[src/rtl/fir_pkg.sv]
// Shared types and defaults for the time-multiplexed FIR tap sequencer.
// Holds the FSM state encoding and the power-on coefficient profile.
package fir_pkg;

  localparam int FIR_N  = 4;
  localparam int FIR_DW = 16;
  localparam int FIR_AW = 32;

  typedef enum logic [1:0] {
    IDLE = 2'd0,
    MAC  = 2'd1,
    DONE = 2'd2
  } fir_state_e;

  function automatic logic [31:0] default_coef(input int k);
    return 32'(k + 1);
  endfunction

endpackage

[src/rtl/fir_if.sv]
// Sample, result and coefficient-write signals of the FIR tap sequencer.
// The slave modport is the filter's view; the master modport is the environment's view.
interface fir_if
  import fir_pkg::*;
#(
  parameter int N  = FIR_N,
  parameter int DW = FIR_DW,
  parameter int AW = FIR_AW
);
  localparam int TW = $clog2(N);

  logic signed [DW-1:0] xn;
  logic                 in_valid;
  logic                 in_ready;
  logic signed [AW-1:0] yn;
  logic                 out_valid;
  logic                 out_ready;
  logic                 coef_we;
  logic [TW-1:0]        coef_addr;
  logic signed [DW-1:0] coef_data;
  logic                 coef_err;
  logic                 busy;

  modport slave (
    input  xn, in_valid, out_ready, coef_we, coef_addr, coef_data,
    output in_ready, yn, out_valid, coef_err, busy
  );

  modport master (
    output xn, in_valid, out_ready, coef_we, coef_addr, coef_data,
    input  in_ready, yn, out_valid, coef_err, busy
  );
endinterface

[src/rtl/fir_coef_bank.sv]
// Run-time writable coefficient register file: one write port, one async read port.
// Comes out of reset holding the default profile b[k] = k+1.
module fir_coef_bank
  import fir_pkg::*;
#(
  parameter int N  = FIR_N,
  parameter int DW = FIR_DW,
  localparam int TW = $clog2(N)
) (
  input  logic                 clk,
  input  logic                 reset,
  input  logic                 we_i,
  input  logic [TW-1:0]        addr_i,
  input  logic signed [DW-1:0] data_i,
  input  logic [TW-1:0]        rd_addr_i,
  output logic signed [DW-1:0] rd_data_o
);

  logic signed [DW-1:0] mem_q [N];

  // Coefficient storage with default reload on reset
  always_ff @(posedge clk or posedge reset) begin
    if (reset) begin
      for (int k = 0; k < N; k++) begin
        mem_q[k] <= DW'(default_coef(k));
      end
    end else if (we_i) begin
      mem_q[addr_i] <= data_i;
    end
  end

  assign rd_data_o = mem_q[rd_addr_i];

endmodule

[src/rtl/fir_tap_sequencer.sv]
// Time-multiplexed FIR: one signed multiplier walks N taps per sample over a
// circular delay buffer, y[n] = sum_k b[k]*x[n-k], results handed off over valid/ready.
module fir_tap_sequencer
  import fir_pkg::*;
#(
  parameter int N  = FIR_N,
  parameter int DW = FIR_DW,
  parameter int AW = FIR_AW
) (
  input  logic   clk,
  input  logic   reset,
  fir_if.slave   bus
);

  localparam int TW = $clog2(N);
  localparam logic [TW:0]   N_W    = (TW+1)'(N);
  localparam logic [TW-1:0] LAST_W = TW'(N - 1);

  fir_state_e           state_q;
  logic [TW-1:0]        tap_q;
  logic [TW-1:0]        wr_ptr_q;
  logic [TW-1:0]        newest_q;
  logic signed [DW-1:0] dly_q [N];
  logic signed [AW-1:0] acc_q;
  logic signed [AW-1:0] yn_q;
  logic                 out_valid_q;
  logic                 coef_err_q;
  logic                 busy_q;
  logic                 in_ready_q;

  logic                   addr_ok;
  logic                   coef_wr_ok;
  logic [TW-1:0]          rd_idx;
  logic signed [DW-1:0]   coef_rd;
  logic signed [2*DW-1:0] prod;
  logic signed [AW-1:0]   acc_d;

  // Non-power-of-two tap counts leave address codes that name no coefficient
  if ((1 << TW) == N) begin : g_addr_full
    assign addr_ok = 1'b1;
  end else begin : g_addr_part
    assign addr_ok = (bus.coef_addr < TW'(N));
  end

  assign coef_wr_ok = bus.coef_we & (state_q == IDLE) & addr_ok;

  fir_coef_bank #(.N(N), .DW(DW)) u_coef_bank (
    .clk       (clk),
    .reset     (reset),
    .we_i      (coef_wr_ok),
    .addr_i    (bus.coef_addr),
    .data_i    (bus.coef_data),
    .rd_addr_i (tap_q),
    .rd_data_o (coef_rd)
  );

  // History index (newest - tap) mod N
  always_comb begin
    if (newest_q >= tap_q) begin
      rd_idx = newest_q - tap_q;
    end else begin
      rd_idx = TW'({1'b0, newest_q} + N_W - {1'b0, tap_q});
    end
  end

  // Single multiply-accumulate step; the sized cast sign-extends the product
  always_comb begin
    prod  = coef_rd * dly_q[rd_idx];
    acc_d = acc_q + AW'(prod);
  end

  // Control FSM, delay buffer, accumulator and registered outputs
  always_ff @(posedge clk or posedge reset) begin
    if (reset) begin
      state_q     <= IDLE;
      tap_q       <= '0;
      wr_ptr_q    <= '0;
      newest_q    <= '0;
      for (int i = 0; i < N; i++) begin
        dly_q[i] <= '0;
      end
      acc_q       <= '0;
      yn_q        <= '0;
      out_valid_q <= 1'b0;
      coef_err_q  <= 1'b0;
      busy_q      <= 1'b0;
      in_ready_q  <= 1'b1;
    end else begin
      coef_err_q <= bus.coef_we & ~coef_wr_ok;
      case (state_q)
        IDLE: begin
          if (bus.in_valid) begin
            dly_q[wr_ptr_q] <= bus.xn;
            newest_q        <= wr_ptr_q;
            wr_ptr_q        <= (wr_ptr_q == LAST_W) ? '0 : wr_ptr_q + TW'(1);
            acc_q           <= '0;
            tap_q           <= '0;
            busy_q          <= 1'b1;
            in_ready_q      <= 1'b0;
            state_q         <= MAC;
          end
        end
        MAC: begin
          acc_q <= acc_d;
          if (tap_q == LAST_W) begin
            state_q <= DONE;
          end else begin
            tap_q <= tap_q + TW'(1);
          end
        end
        DONE: begin
          // Result is published one cycle after the last tap, then held for the consumer
          if (!out_valid_q) begin
            yn_q        <= acc_q;
            out_valid_q <= 1'b1;
          end else if (bus.out_ready) begin
            out_valid_q <= 1'b0;
            busy_q      <= 1'b0;
            in_ready_q  <= 1'b1;
            state_q     <= IDLE;
          end
        end
        default: begin
          state_q     <= IDLE;
          out_valid_q <= 1'b0;
          busy_q      <= 1'b0;
          in_ready_q  <= 1'b1;
        end
      endcase
    end
  end

  assign bus.in_ready  = in_ready_q;
  assign bus.yn        = yn_q;
  assign bus.out_valid = out_valid_q;
  assign bus.coef_err  = coef_err_q;
  assign bus.busy      = busy_q;

endmodule
[src/flat_wrapper.sv]
// flat-port wrapper written by rule: the top's interface ports become plain ports
module fir_tap_sequencer_flat import fir_pkg::*;
#(
  parameter int N  = FIR_N,
  parameter int DW = FIR_DW,
  parameter int AW = FIR_AW
)
  (clk, reset, bus_xn, bus_in_valid, bus_out_ready, bus_coef_we, bus_coef_addr, bus_coef_data, bus_in_ready, bus_yn, bus_out_valid, bus_coef_err, bus_busy);
  fir_if #(.N(N), .DW(DW), .AW(AW)) bus_i ();
  input  logic clk;
  input  logic reset;
  input wire logic [$bits(bus_i.xn)-1:0] bus_xn;
  input wire logic [$bits(bus_i.in_valid)-1:0] bus_in_valid;
  input wire logic [$bits(bus_i.out_ready)-1:0] bus_out_ready;
  input wire logic [$bits(bus_i.coef_we)-1:0] bus_coef_we;
  input wire logic [$bits(bus_i.coef_addr)-1:0] bus_coef_addr;
  input wire logic [$bits(bus_i.coef_data)-1:0] bus_coef_data;
  output wire logic [$bits(bus_i.in_ready)-1:0] bus_in_ready;
  output wire logic [$bits(bus_i.yn)-1:0] bus_yn;
  output wire logic [$bits(bus_i.out_valid)-1:0] bus_out_valid;
  output wire logic [$bits(bus_i.coef_err)-1:0] bus_coef_err;
  output wire logic [$bits(bus_i.busy)-1:0] bus_busy;
  assign bus_i.xn = bus_xn;
  assign bus_i.in_valid = bus_in_valid;
  assign bus_i.out_ready = bus_out_ready;
  assign bus_i.coef_we = bus_coef_we;
  assign bus_i.coef_addr = bus_coef_addr;
  assign bus_i.coef_data = bus_coef_data;
  assign bus_in_ready = bus_i.in_ready;
  assign bus_yn = bus_i.yn;
  assign bus_out_valid = bus_i.out_valid;
  assign bus_coef_err = bus_i.coef_err;
  assign bus_busy = bus_i.busy;
  fir_tap_sequencer #(.N(N), .DW(DW), .AW(AW)) u_core (.clk(clk), .reset(reset), .bus(bus_i));
endmodule
[config.mk]
export PLATFORM = sky130hd
export DESIGN_NAME = fir_tap_sequencer_flat
export DESIGN_NICKNAME = d
export VERILOG_FILES = /design/src/rtl/fir_pkg.sv /design/src/rtl/fir_if.sv /design/src/rtl/fir_coef_bank.sv /design/src/rtl/fir_tap_sequencer.sv /design/src/flat_wrapper.sv
export SDC_FILE = /design/constraint.sdc
export NUM_CORES = 1
export LEC_CHECK = 0
export CAP_MARGIN = 10
export CORE_UTILIZATION = 45
export DETAILED_ROUTE_END_ITERATION = 8
export PLACE_DENSITY_LB_ADDON = 0.08
export SLEW_MARGIN = 20
export SYNTH_ARGS = -nofsm -noshare
export SYNTH_HDL_FRONTEND = slang
export SYNTH_SLANG_ARGS = --single-unit
[constraint.sdc]
create_clock -name clk -period 13.1 [get_ports clk]
set_input_delay 2.62 -clock clk [delete_from_list [all_inputs] [get_ports clk]]
set_output_delay 2.62 -clock clk [all_outputs]
set_load 0.005 [all_outputs]
==> summary.txt, run 1 <==
Status: finished, final reports clean
Cts repair resizes: 0
CTS Buffer Depth: 3
Max-slew headroom: 24.81%
Average size of a mapped cell: 10.41 um^2
Hold path startpoint: u_core.bus.in_ready
Die height: 210.0 um
Final WS setup: 5069 ps
Die width: 210.0 um
Syn-to-layout area delta: 11.43%
Detailed Route Iter0 Violations: 851
Placement row count: 75
Setup Total Neg Slack: 0 ps
Met2 Usage GRT: 40.96%
I/O pin cnt: 75
DP Wirelength: 38020 um
Worst r2r path cells: 22
Setup violators final: 0
GRT Total Usage: 23.73%
Global Route met1 Usage: 30.90%
Yosys reg bits: 204
Hold Fails Final Rpt: 0
DRC violations left: 0
Routability cong.: 0.8968
Nets: 2360
Post-CTS setup buffer count: 0
CTS Sinks: 204
Clock Skew: 30.68 ps
Worst Hold End: u_core.bus.in_ready
Syn nets: 2305
Kind of end point of the critical path: flip-flop
Distinct cells, synth: 58
Drt wl/cell: 19.47 um
Synth async-reset ratio: 100.0%
Die area: 0.04408 mm^2
HP Class: flip-flop to flip-flop
Fmax: 124.5 MHz
CTS root buf: clkbuf_16
Antenna-violating nets left: 0
Max-cap viol count: 0
Detailed Route WL: 49090 um
Post-DR vias/cell: 5.208
First-pass GRT wire length: 79700 um
Total CTS buffers: 25
PortBufs: 74
Starting Density: 45.98%
Worst hold path depth: 2
Vias in the first global route: 14.46k
Hold_ws: 474.7 ps
Most common flop cell mapped by yosys: dfrtp_1
Antenna Cells: 0
Core area: 0.04232 mm^2
Layout cells sized above 1: 13.79%
Post-synth EDFFs: 0
Mapped Cells: 1870
Worst Tran Pin Value: 1120 ps
Period minus WS final: 8031 ps
GR Util met3: 4.023%
Core Util, Final: 51.24%
Synth Warn #: 0
Reg-to-Reg Start: u_core.tap_q[0]
Max Fanout on Critical Path: 20
Pins Over Slew Limit: 0
Largest net degree at the start of global routing: 76
Final Cycle Share: 61.31%
Seq/Total Area, Yosys: 26.27%
Critical Path RT: 13600 ps
Kind of critical path: flip-flop to flip-flop
Flop-to-flop setup slack: 5070 ps
CTS tree: done
Crit path DAT: 8530 ps
CTS Hold Buffers Added: 0
Cell Area, Synth: 0.01946 mm^2
Clock slew seen by the registers of the worst setup and hold paths: 60 ps
RSZ-0062 raised after global routing: false
H-tree depth: 1
Initial antenna violation count: 0
Global route total overflow: 0
# fillers: 3913
Via count: 13.13k
Skew-Pair Late Insertion Delay: 570 ps
R2R Path End: u_core.acc_q[31]
Pre-CTS WS: 5093 ps
Startpoint types: flip-flop
GR peak layer: met2
DR pass1 iterations: 6
==> placed cells by master (no fill, tap or decap), drive strengths merged, types with 4 or more instances in the layout <==
cell type,count
nand4,4
nor2,125
o21a,24
dfstp,6
or3,5
o211ai,4
o21ai,69
and3,8
buf,23
nor3,7
fa,292
a31oi,5
mux2,172
a21oi,29
a21o,12
xnor2,27
clkinv,4
clkdlybuf4s50,74
mux4,9
nand2,224
or2,5
and2,22
nor2b,4
xor2,10
ha,104
dfrtp,198
mux2i,16
nand3,29
clkbuf,37
inv,356
==> state kept, by name (all words and copies together), names as in the netlist <==
register / count
u_core.bus.out_valid: 1
u_core.bus.in_ready: 1
u_core.state_q: 2
u_core.u_coef_bank.mem_q: 64
u_core.dly_q: 64
u_core.acc_q: 32
u_core.newest_q: 2
u_core.bus.coef_err: 1
u_core.bus.yn: 32
u_core.wr_ptr_q: 2
u_core.tap_q: 2
u_core.bus.busy: 1
==> worst max-delay path by stage <==
stage                          from          endpoint  slack (ps)
finish              u_core.tap_q[0]  u_core.acc_q[31]        5070
global route        u_core.tap_q[0]  u_core.acc_q[31]        4620
CTS                 u_core.tap_q[0]  u_core.acc_q[31]        5070
detailed placement  u_core.tap_q[0]  u_core.acc_q[31]        5090
global placement    u_core.tap_q[0]  u_core.acc_q[31]        5210
floorplan                     reset   u_core.acc_q[0]        4920
==> synth_stat cells, types with 4 or more instances <==
| cell type | instances | area, um^2 |
|---|---|---|
| a21o_1 | 12 | 90.09 |
| a21oi_1 | 29 | 145.1 |
| a31oi_1 | 5 | 31.28 |
| and2_1 | 22 | 137.6 |
| and3_1 | 8 | 50.05 |
| buf_1 | 4 | 15.01 |
| buf_2 | 22 | 110.1 |
| clkbuf_1 | 42 | 157.7 |
| dfrtp_1 | 198 | 4955 |
| dfstp_2 | 6 | 157.7 |
| fa_1 | 292 | 5846 |
| ha_1 | 104 | 1301 |
| inv_1 | 353 | 1325 |
| mux2_2 | 172 | 1937 |
| mux2i_1 | 16 | 160.2 |
| mux4_2 | 9 | 202.7 |
| nand2_1 | 224 | 840.8 |
| nand3_1 | 29 | 145.1 |
| nand4_1 | 4 | 25.02 |
| nor2_1 | 124 | 465.5 |
| nor2b_1 | 4 | 25.02 |
| nor3_1 | 6 | 30.03 |
| o211ai_1 | 4 | 30.03 |
| o21a_1 | 24 | 180.2 |
| o21ai_0 | 53 | 265.3 |
| o21ai_1 | 16 | 80.08 |
| or2_2 | 5 | 31.28 |
| or3_1 | 5 | 31.28 |
| xnor2_1 | 27 | 236.5 |
| xor2_1 | 10 | 87.58 |
==> routing by layer <==
layer	vias to the layer above	wire length, um
li1	5952	-
met1	6798	20780
met2	312	24330
met3	68	2705
met4	0	1283
met5	-	0
==> cell families after synthesis <==
group                      after synthesis  share of synthesized area, %
adders and majority gates              396                         36.72
buffers and inverters                  423                         8.306
AOI/OAI and AO/OA                      168                         5.478
xor gates and xnor gates                37                         1.665
and+or+nand+nor                        445                         9.740
muxes                                  197                         11.82
DFF                                    204                         26.27
==> critical path, cell delays in order (launching register included) <==
cell and delay [ps]:
dfrtp_1 380, ha_1 680, inv_2 300, mux4_2 720
and2_1 260, fa_1 660, inv_1 110, fa_1 540
inv_1 280, fa_1 500, fa_1 500, fa_1 490
inv_1 50, fa_1 470, inv_1 40, ha_1 380
nand2_1 120, o31a_1 250, o21a_1 140, o22ai_1 350
nor3_1 130, or4_1 520, nand3_1 90
==> metrics by stage <==
stage | std cells | area, um^2
2_1_floorplan | 1870 | 19460
3_3_place_gp | 2473 | 20830
3_5_place_dp | 2475 | 20860
4_1_cts | 2521 | 21690
5_1_grt | 2521 | 21690
6_report | 2521 | 21690
==> layout make-up <==
| type | instances | area (um^2) | share of cell area (%) |
|---|---|---|---|
| Multi-Input combinational cell | 1243 | 12760 | 58.85 |
| Sequential cell | 204 | 5114 | 23.58 |
| Inverter | 354 | 1336 | 6.162 |
| Timing Repair Buffer | 97 | 920.9 | 4.246 |
| Tap cell | 577 | 721.9 | 3.329 |
| Clock buffer | 37 | 710.7 | 3.277 |
| Clock inverter | 9 | 120.1 | 0.5539 |
Power of run 1 is not shown: default switching activity piles up to over one toggle a cycle in this logic, so the estimate is an artifact.
==> inputs of run 2 (changes only) <==
==> constraint.sdc (replaced) <==
create_clock -name clk -period 7.19 [get_ports clk]
set_input_delay 1.438 -clock clk [delete_from_list [all_inputs] [get_ports clk]]
set_output_delay 1.438 -clock clk [all_outputs]
set_load 0.005 [all_outputs]
==> run 2 against run 1 <==
Effect of this change:
- register-to-register slack got worse by 4900 ps
- first-iteration DRC count decreased by 17%
- critical path type unchanged
- global-route usage increased by 0.63 points
- critical endpoint is now u_core.acc_q[28]
- highest routed layer unchanged
==> summary.txt, run 2 (synthesized netlist as in run 1, its figures left out) <==
Nets: 2469 (+4.6%)
I/O pin cnt: 75 (unchanged)
Register area: 0.005114 mm^2 (unchanged)
Drt wl/cell: 19.43 um (-0.21%)
Detailed Route Iter0 Violations: 706 (-17%)
Hold Fails Final Rpt: 0 (unchanged)
Global route total overflow: 0 (unchanged)
Clock slew seen by the registers of the worst setup and hold paths: 60 ps (about the same)
Die area: 0.04408 mm^2 (unchanged)
Layout cells sized above 1: 20.80% (+7.0 points)
HP Class: flip-flop to flip-flop
Commonest non-fill, non-tap cells in the layout: 350 x inv_1, 287 x fa_1, 221 x nand2_1
Setup Total Neg Slack: 0 ps (unchanged)
Kind of critical path: flip-flop to flip-flop
Die width: 210.0 um (unchanged)
Via count: 13.58k (+3.4%)
CTS tree: done
Syn-to-layout area delta: 19.18%
Vias in the first global route: 14.94k (+3.4%)
# fillers: 3789 (-3.2%)
Critical Path RT: 7690 ps (-5910 ps)
Starting Density: 45.98% (unchanged)
Detailed Route WL: 51100 um (+4.1%)
Startpoint types: flip-flop
Setup violators final: 0 (unchanged)
Most common cell after layout, fill and taps aside: inv_1
Largest regs: u_core.dly_q x64, u_core.u_coef_bank.mem_q x64
Worst Tran Pin Value: 1059 ps (-61.19 ps)
Die height: 210.0 um (unchanged)
Antenna Cells: 0 (unchanged)
Wl on met1: 22060 um (+6.2%)
PortBufs: 74 (unchanged)
Max-slew headroom: 29.22% (+4.4 points)
Met3 WL: 2166 um (-20%)
Total CTS buffers: 25 (unchanged)
Antenna-violating nets left: 0 (unchanged)
CTS Buffer Depth: 3 (unchanged)
Multi-input gate area: 0.01309 mm^2 (+2.5%)
DP Wirelength: 39190 um (+3.1%)
RSZ-0062 raised after global routing: true
Placement row count: 75 (unchanged)
CTS Sinks: 204 (unchanged)
GRT Total Usage: 24.36% (+0.63 points)
CTS Hold Buffers Added: 0 (unchanged)
Crit path DAT: 7480 ps (-1050 ps)
Pre-CTS WS: 53.09 ps (-5040 ps)
H-tree depth: 1 (unchanged)
Pins Over Slew Limit: 0 (unchanged)
Period minus WS final: 6980 ps (-1052 ps)
Initial antenna violation count: 1 (+1)
Kind of end point of the critical path: flip-flop
Routability cong.: 0.9015 (+0.52%)
Skew-Pair Late Insertion Delay: 560 ps (about the same)
Post-DR vias/cell: 5.163 (-0.86%)
Core area: 0.04232 mm^2 (unchanged)
Final WS setup: 210.5 ps (-4858 ps)
CTS root buf: clkbuf_16
DR WL met2: 25370 um (+4.3%)
Clock Skew: 16.29 ps (-14.39 ps)
Max-cap viol count: 0 (unchanged)
First-pass GRT wire length: 82060 um (+3.0%)
Status: finished, final reports clean
DRC violations left: 0 (unchanged)
Max Fanout on Critical Path: 6 (-70%)
Final Cycle Share: 97.07% (+36 points)
Largest net degree at the start of global routing: 81 (+6.6%)
DR pass1 iterations: 5 (-1)
Fmax: 143.3 MHz (+15%)
Top routing layer used: met4
-- run 2: changes by cell type in the layout (fill, tap and decap cells not counted), moves of 5 or more --
cell,change
buf_4,+89
buf_12,+15
a21oi_1,-6
a21oi_2,+6
ha_1,-6
clkbuf_1,-5
fa_1,-5
fa_2,+5
ha_4,+5
-- run 2: final timing paths --
check                                                    end  cells past startpoint  slack, ps                 from
worst max-delay path                        u_core.acc_q[28]                     25        210      u_core.tap_q[0]
worst min-delay path                     u_core.bus.in_ready                      2        490  u_core.bus.in_ready
worst max register to register              u_core.acc_q[28]                     25        210      u_core.tap_q[0]
worst min register to register           u_core.bus.in_ready                      2        490  u_core.bus.in_ready
max in group asynchronous        u_core.u_coef_bank.mem_q[0]                      3       4480                reset
min in group asynchronous       u_core.u_coef_bank.mem_q[45]                      2       1330                reset
-- run 2: stage by stage --
step | hold slack, ps | cell area [um^2] | util [%] | instances
floorplan | 457.1 | 19460 | - | 1870
global placement | 465.0 | 21650 | 51.16 | 2562
detailed placement | 472.4 | 21650 | 51.16 | 2562
CTS | 499.1 | 22600 | 53.40 | 2608
global route | 514.3 | 23190 | 54.81 | 2630
finish | 493.1 | 23190 | 54.81 | 2630
-- run 2: layout make-up --
class / instances / share of cell area, %
clock buffer: 36 / 3.220
clock inverter: 10 / 0.8631
inverter: 354 / 5.761
multi-input combinational: 1244 / 56.42
sequential: 204 / 22.05
tap: 577 / 3.113
timing repair buffer: 205 / 8.577
-- run 2: critical path, cell delays in order, from the launching register on --
cell	delay (ps)
dfrtp_1	400
ha_4	190
xnor2_4	240
xor2_4	210
buf_12	140
clkbuf_16	150
mux4_2	320
buf_12	150
nand2_1	70
fa_1	560
inv_1	60
fa_1	490
fa_1	580
fa_1	470
fa_1	490
inv_1	50
fa_1	470
inv_1	40
ha_1	290
buf_4	160
a21o_1	200
o31a_1	350
a2bb2oi_4	170
o211a_1	230
or3_1	340
nand3_1	80
-- run 2: layer usage --
metal / up-vias / track usage, %
li1: 6182 / -
met1: 7047 / 32.59
met2: 285 / 42.39
met3: 66 / 2.116
met4: 0 / 7.022
met5: - / 0
-- run 2: timing repair --
| action | CTS | global route |
|---|---|---|
| gates resized for setup | 0 | 62 |
| setup endpoints to repair | 0 | 15 |
| setup buffers | 0 | 16 |
Power of run 2 is left out for the same reason.
==> inputs of run 3 (changes only) <==
--- a/config.mk
+++ b/config.mk
@@ -5,8 +5,10 @@
 export SDC_FILE = /design/constraint.sdc
 export NUM_CORES = 1
 export LEC_CHECK = 0
-export CAP_MARGIN = 10
-export CORE_UTILIZATION = 45
+export CAP_MARGIN = 20
+export CELL_PAD_IN_SITES_DETAIL_PLACEMENT = 1
+export CELL_PAD_IN_SITES_GLOBAL_PLACEMENT = 2
+export CORE_UTILIZATION = 38
 export DETAILED_ROUTE_END_ITERATION = 8
 export PLACE_DENSITY_LB_ADDON = 0.08
 export SLEW_MARGIN = 20
==> run 3 against run 2 <==
Effect of this change:
- register-to-register slack got worse by 30 ps
- maximum frequency shrank 0.45%
- wire length increased by 13%
- via count grew 1.5%
- utilization is 7.9 points lower
- count of clock-buffer cells in the layout up 1
- setup slack got worse by 32 ps
- critical endpoint is now u_core.acc_q[31]
- highest routed layer unchanged
==> summary.txt, run 3 (synthesized netlist as in run 1, its figures left out) <==
Commonest non-fill, non-tap cells in the layout: 337 x inv_1, 282 x fa_1, 216 x nand2_1
Most common cell after layout, fill and taps aside: inv_1
Final Cycle Share: 97.52% (+0.44 points)
Placement row count: 82 (+9.3%)
I/O pin cnt: 75 (unchanged)
Setup violators final: 0 (unchanged)
DR pass1 iterations: 4 (-1)
Nets: 2501 (+1.3%)
Largest delay share family, worst path: adder cells
Syn-to-layout area delta: 21.48%
CTS Sinks: 204 (unchanged)
Starting Density: 38.63% (-7.4 points)
Core Util, Final: 46.93% (-7.9 points)
Placed cells: 2692 (+5.1%)
Finished Layout Cells: 2759 (+4.9%)
Die height: 228.3 um (+8.7%)
Startpoint types: flip-flop
HP Class: flip-flop to flip-flop
CTS Hold Buffers Added: 0 (unchanged)
Clock slew seen by the registers of the worst setup and hold paths: 60 ps (about the same)
PortBufs: 74 (unchanged)
Final instance area: 0.02364 mm^2 (+1.9%)
Clock Skew: 25.42 ps (+9.129 ps)
Skew-Pair Late Insertion Delay: 580 ps (+20 ps)
Worst Tran Pin Value: 1064 ps (+4.509 ps)
GRT Total Usage: 23.26% (-1.1 points)
Detailed Route Iter0 Violations: 603 (-15%)
DP Wirelength: 45600 um (+16%)
Total CTS buffers: 26 (+4.0%)
H-tree depth: 1 (unchanged)
Die width: 228.3 um (+8.7%)
Die area: 0.05212 mm^2 (+18%)
Antenna-violating nets left: 0 (unchanged)
Max-cap viol count: 0 (unchanged)
Max Fanout on Critical Path: 11 (+5)
Critical Path RT: 7700 ps (about the same)
Crit path top cell by count: fa_1
Buffers plus inverters on the worst setup path: 8 (+1)
Kind of critical path: flip-flop to flip-flop
CTS root buf: clkbuf_16
Status: finished, final reports clean
Largest net degree at the start of global routing: 122 (+51%)
DRC violations left: 0 (unchanged)
Worst r2r path cells: 27 (+8.0%)
Area after DPL: 0.02208 mm^2 (+2.0%)
First-pass GRT wire length: 93090 um (+13%)
Pins Over Slew Limit: 0 (unchanged)
Crit path DAT: 7520 ps (+40 ps)
CTS tree: done
Max-slew headroom: 28.92% (-0.30 points)
Largest regs: u_core.dly_q x64, u_core.u_coef_bank.mem_q x64
Drt wl/cell: 20.98 um (+8.0%)
Crit-path slowest cell: fa_1
Kind of end point of the critical path: flip-flop
Layout cells sized above 1: 24.02% (+3.2 points)
CP max stage delay: 530 ps (-50 ps)
Period minus WS final: 7011 ps (+31.85 ps)
Vias in the first global route: 15.83k (+5.9%)
Hold Fails Final Rpt: 0 (unchanged)
RSZ-0062 raised after global routing: true
Via count: 13.79k (+1.5%)
Fmax: 142.6 MHz (-0.45%)
WP depth: 27 (+8.0%)
Core area: 0.05038 mm^2 (+19%)
Post-DR vias/cell: 4.998 (-3.2%)
Initial antenna violation count: 0 (-1)
Global route total overflow: 0 (unchanged)
CTS Buffer Depth: 3 (unchanged)
Worst hold path depth: 2 (unchanged)
Routability cong.: 0.9010 (about the same)
Detailed Route WL: 57880 um (+13%)
[run 3: worst paths after layout]
kind	end	slack, ps	startpoint
worst max-delay path	u_core.acc_q[31]	180	u_core.tap_q[0]
worst max register to register	u_core.acc_q[31]	180	u_core.tap_q[0]
min in group asynchronous	u_core.dly_q[12]	1360	reset
worst min register to register	u_core.bus.in_ready	480	u_core.bus.in_ready
worst min-delay path	u_core.bus.in_ready	480	u_core.bus.in_ready
max in group asynchronous	u_core.bus.yn[15]	4680	reset
[run 3: what timing repair did]
action | 4_1_cts | 5_1_grt
gates resized for setup | 18 | 112
buffers inserted | 3 | 12
pin swaps | 3 | 58
gates cloned | 1 | 2
endpoints found under the setup margin | 6 | 17
[run 3: per-layer routing]
layer | wire (um) | GRT usage [%]
met1 | 26770 | 32.32
met2 | 27880 | 39.40
met3 | 1754 | 1.996
met4 | 1478 | 5.474
met5 | 0 | 0
[run 3: area by class of cell]
| type | count | area, um^2 |
|---|---|---|
| Antenna cell | 1 | 2.502 |
| Clock buffer | 37 | 772.0 |
| Clock inverter | 11 | 81.33 |
| Fill cell | 5486 | 26730 |
| Inverter | 354 | 1339 |
| Multi-Input combinational cell | 1243 | 13230 |
| Sequential cell | 204 | 5114 |
| Tap cell | 672 | 840.8 |
| Timing Repair Buffer | 237 | 2260 |
[run 3: tightest hold or removal path: cells and delay by family (launching register included)]
family	cells	cell delay, ps
compound gates	1	50
buf+inv	1	40
flops	1	370
[run 3: per-stage QoR]
step | worst slack, ps | hold WS, ps | setup TNS [ps]
after detailed placement | -194.9 | 470.3 | -718.7
after CTS | 1.121 | 482.8 | 0
after floorplan | 58.21 | 457.1 | 0
final | 178.6 | 476.5 | 0
after global routing | -60.62 | 492.4 | -283.5
after global placement | -134.9 | 462.3 | -465.2
Power of run 3 is left out for the same reason.
==> edit 1 (config.mk and constraints of run 3) <==
The 3 states of `fir_state_e` get a one-hot encoding in 3 bits.
--- a/src/rtl/fir_pkg.sv
+++ b/src/rtl/fir_pkg.sv
@@ -8,6 +8,6 @@
 
-  typedef enum logic [1:0] {
-    IDLE = 2'd0,
-    MAC  = 2'd1,
-    DONE = 2'd2
+  typedef enum logic [2:0] {
+    IDLE = 3'b001,
+    MAC  = 3'b010,
+    DONE = 3'b100
   } fir_state_e;
Check against the original RTL: no difference found for any inputs over 4 cycles, from zero or initial values and one cycle with reset high; so few cycles prove little.
==> edit 1 against run 3 <==
The flow now finishes with violations (negative setup slack). Synthesized cell count shrank 1.3%. First-iteration DRC count up 14%. Setup slack worse by 200 ps. Area after synthesis rose by 0.48%. Maximum frequency decreased by 2.8%. Critical path depth grew 4. Cell area up 3.6%. Non-clock buffer count grew 86. Wire length grew 3.7%. Sequential cell count up 1. Highest routed layer unchanged.
Power is left out: the tool's default activity adds up to more than one toggle a clock period on the data nets, which glitch-free logic cannot reach.
==> edit 1: results (changes against run 3) <==
Rel. slew slack 37.36% (was 28.92%); met1 WL 27130 um (was 26770 um); root buffer cell clkbuf_16 (unchanged); Via Count 14030 (was 13790); Setup crit start u_core.newest_q[0] (was u_core.tap_q[0]); Setup WS pre-CTS -445.9 ps (was -194.9 ps); first-pass GRT wire length 95390 um (was 93090 um); Fin Clk Skew 8.832 ps (was 25.42 ps); met3 global-route usage 3.406% (was 1.996%); register area share after synthesis 26.28% (was 26.27%); final number of setup-violating endpoints 1 (was 0); WP data arrival 7640 ps (was 7520 ps); initial antenna violation count 2 (was 0); outcome finished, violations left (was complete, no violations); end point of the critical path u_core.acc_q[27] (was u_core.acc_q[31]); synth top area cells fa_1 30%, dfrtp_1 25%, mux2_2 10% (unchanged); Starting DRT DRC Count 688 (was 603); Hold EP u_core.bus.yn[1] (was u_core.bus.in_ready); total global-route track usage 23.96% (was 23.26%); CP peak stage delay 560 ps (was 530 ps); layout cells sized above 1 28.00% (was 24.02%); slack of the worst reg-to-reg path -30 ps (was 180 ps); DR pass1 iterations 5 (was 4); met2 Use GR 39.79% (was 39.40%); dpl cells 2734 (was 2692); WL per Instance 21.25 um (was 20.98 um); worst hold path depth 1 (was 2); Resize count post-CTS 61 (was 18); Post-synth top cells 341 x inv_1, 292 x fa_1, 200 x nand2_1, 198 x dfrtp_1, 175 x mux2_2 (was 353 x inv_1, 292 x fa_1, 224 x nand2_1, 198 x dfrtp_1, 172 x mux2_2); vias in the first global route 15810 (was 15830); hold path start u_core.bus.yn[1] (was u_core.bus.in_ready); Unique masters post-synth 60 (was 58); Setup Buffers After CTS 23 (was 3); number of buffers created by CTS 25 (was 26); largest net degree at the start of global routing 138 (was 122); Clock Latency Late Sink 550 ps (was 580 ps); worst setup margin -25.42 ps (was 178.6 ps); Avg Cell Area, Syn 10.59 um^2 (was 10.41 um^2); Syn Nets 2281 (was 2305); dpl hpwl 47570 um (was 45600 um); CP max FO 5 (was 11); failing checks negative setup slack; met1 Usage GRT 33.10% (was 32.32%); Non-Filler Instances 2825 (was 2759); post-route setup TNS -25.42 ps (was 0 ps); worst hold slack 491.3 ps (was 476.5 ps); R2R cell count 31 (was 27); WL met2 29060 um (was 27880 um); final RePlAce weighted congestion 0.8669 (was 0.9010); dpl cell area 0.02254 mm^2 (was 0.02208 mm^2); Syn. warnings 0 (unchanged); nets@finish 2568 (was 2501); DR WL met3 2451 um (was 1754 um); Largest regs u_core.dly_q: 64 flops, u_core.u_coef_bank.mem_q: 64 flops (unchanged)
edit 1: cell count changes in the layout (fill, tap and decap cells not counted), sizes merged, moves of 7 or more:
cell / delta
and2: +7
buf: +87
mux2: +12
mux2i: +10
nand2: -24
nand3: -18
nor3: +8
edit 1: layout make-up:
class	count	area, um^2
fillers	5501	25990
well taps	672	840.8
flip-flops and latches	205	5140
clock buffers	37	740.7
diodes	3	7.507
multi-input cells	1229	13390
repair buffers	323	2933
clock inverters	7	116.4
inverters	349	1323
edit 1: cell families (layout without fill, tap and decap cells):
group / count (synthesis) / after routing / synth area share [%]
muxes: 219 / 220 / 12.98
xor gates and xnor gates: 39 / 39 / 1.785
and+or+nand+nor: 405 / 405 / 8.721
adders and majority gates: 396 / 396 / 36.55
AOI/OAI and AO/OA: 169 / 169 / 5.509
other: 0 / 3 / 0
buffers and inverters: 413 / 716 / 8.177
DFF: 205 / 205 / 26.28
==> edit 2 (settings of run 3) <==
Without the edit above. The package constant `FIR_DW` goes from 16 to 14.
--- a/src/rtl/fir_pkg.sv
+++ b/src/rtl/fir_pkg.sv
@@ -5,3 +5,3 @@
   localparam int FIR_N  = 4;
-  localparam int FIR_DW = 16;
+  localparam int FIR_DW = 14;
   localparam int FIR_AW = 32;
Ports: changed (resized bus_coef_data and bus_xn); port bits go from 75 to 71. The function was not compared with the original's and may differ.
==> edit 2 against run 3 <==
Global-route usage is 1.1 points lower. Via count is 10% lower. Area after synthesis is 9.2% lower. Wire length is 16% lower. First-iteration DRC count is 34% lower. The flow now finishes with violations (negative setup slack). Setup slack worse by 330 ps. Sequential cell count is 16 lower. Count of clock-buffer cells in the layout is 20 lower. Cell area is 8.7% lower. Clock skew is 11 ps lower.
Power is not shown: default switching activity piles up to over one toggle a cycle in this logic, so the estimate is an artifact.
==> edit 2: results (changes against run 3) <==
Synth Area in Compound Gates 5.496% (was 5.478%); Fin Clk Skew 14.47 ps (was 25.42 ps); outcome finished, violations left (was complete, no violations); final RePlAce weighted congestion 0.8673 (was 0.9010); largest net degree at the start of global routing 72 (was 122); post-route setup TNS -436.5 ps (was 0 ps); layout cells sized above 1 25.84% (was 24.02%); Syn Nets 2067 (was 2305); failing checks negative setup slack; final number of setup-violating endpoints 5 (was 0); dpl cells 2440 (was 2692); vias in the first global route 14150 (was 15830); nets@finish 2284 (was 2501); Tightest Pin Transition 969.3 ps (was 1064 ps); first-pass GRT wire length 78540 um (was 93090 um); R2R cell count 32 (was 27); dpl hpwl 38670 um (was 45600 um); Port Buffers 70 (was 74); WL per Instance 19.30 um (was 20.98 um); synth top area cells fa_1 29%, dfrtp_1 26%, mux2_2 11% (was fa_1 30%, dfrtp_1 25%, mux2_2 10%); Worst-path clk slew 80 ps (was 60 ps); end point of the critical path u_core.acc_q[30] (was u_core.acc_q[31]); worst setup margin -150.6 ps (was 178.6 ps); clock buffer depth 2 (was 3); CP peak stage delay 570 ps (was 530 ps); Synth Area in Adders 35.99% (was 36.72%)
edit 2: cell types whose count changed after synthesis, moves of 8 or more:
cell / run 3 / this run
dfrtp_1: 198 / 182
nand3_1: 29 / 19
nand2_1: 224 / 146
a21oi_1: 29 / 16
clkbuf_1: 42 / 29
nor2_1: 124 / 116
fa_1: 292 / 257
edit 2: cell type report:
| type | instances | area [um^2] |
|---|---|---|
| fillers | 4966 | 23990 |
| well taps | 600 | 750.7 |
| clock buffers | 17 | 425.4 |
| multi-input cells | 1077 | 11930 |
| clock inverters | 15 | 196.4 |
| flip-flops and latches | 188 | 4712 |
| repair buffers | 252 | 2211 |
| inverters | 359 | 1358 |
edit 2: worst min-delay path by stage:
stage	to	slack (ps)
floorplan	u_core.u_coef_bank.mem_q[16]	450
global placement	u_core.bus.in_ready	460
detailed placement	u_core.bus.in_ready	470
CTS	u_core.bus.in_ready	490
global route	u_core.u_coef_bank.mem_q[33]	520
finish	u_core.bus.in_ready	480
edit 2: timing repair:
action                                 CTS  global route
pin swaps                               28            30
resized for setup                       77            63
endpoints found under the hold margin    0             0
setup buffers                           25            10
setup endpoints to repair               18            18
gates cloned                             2             1
edit 2: critical path, delay by kind of cell, from the launching register on:
| kind | cells | cell delay [ps] |
|---|---|---|
| AOI/OAI and AO/OA | 5 | 1150 |
| xor gates and xnor gates | 2 | 370 |
| adders and majority gates | 8 | 3350 |
| buffers and inverters | 10 | 840 |
| DFF | 1 | 420 |
| muxes | 1 | 170 |
| and+or+nand+nor | 6 | 970 |
edit 2: routing by layer:
layer	vias to the layer above	track usage [%]	wire length, um
li1	5659	-	-
met1	6547	27.63	20460
met3	39	3.821	1399
met2	116	39.19	25660
met5	-	0	0
met4	0	5.962	891
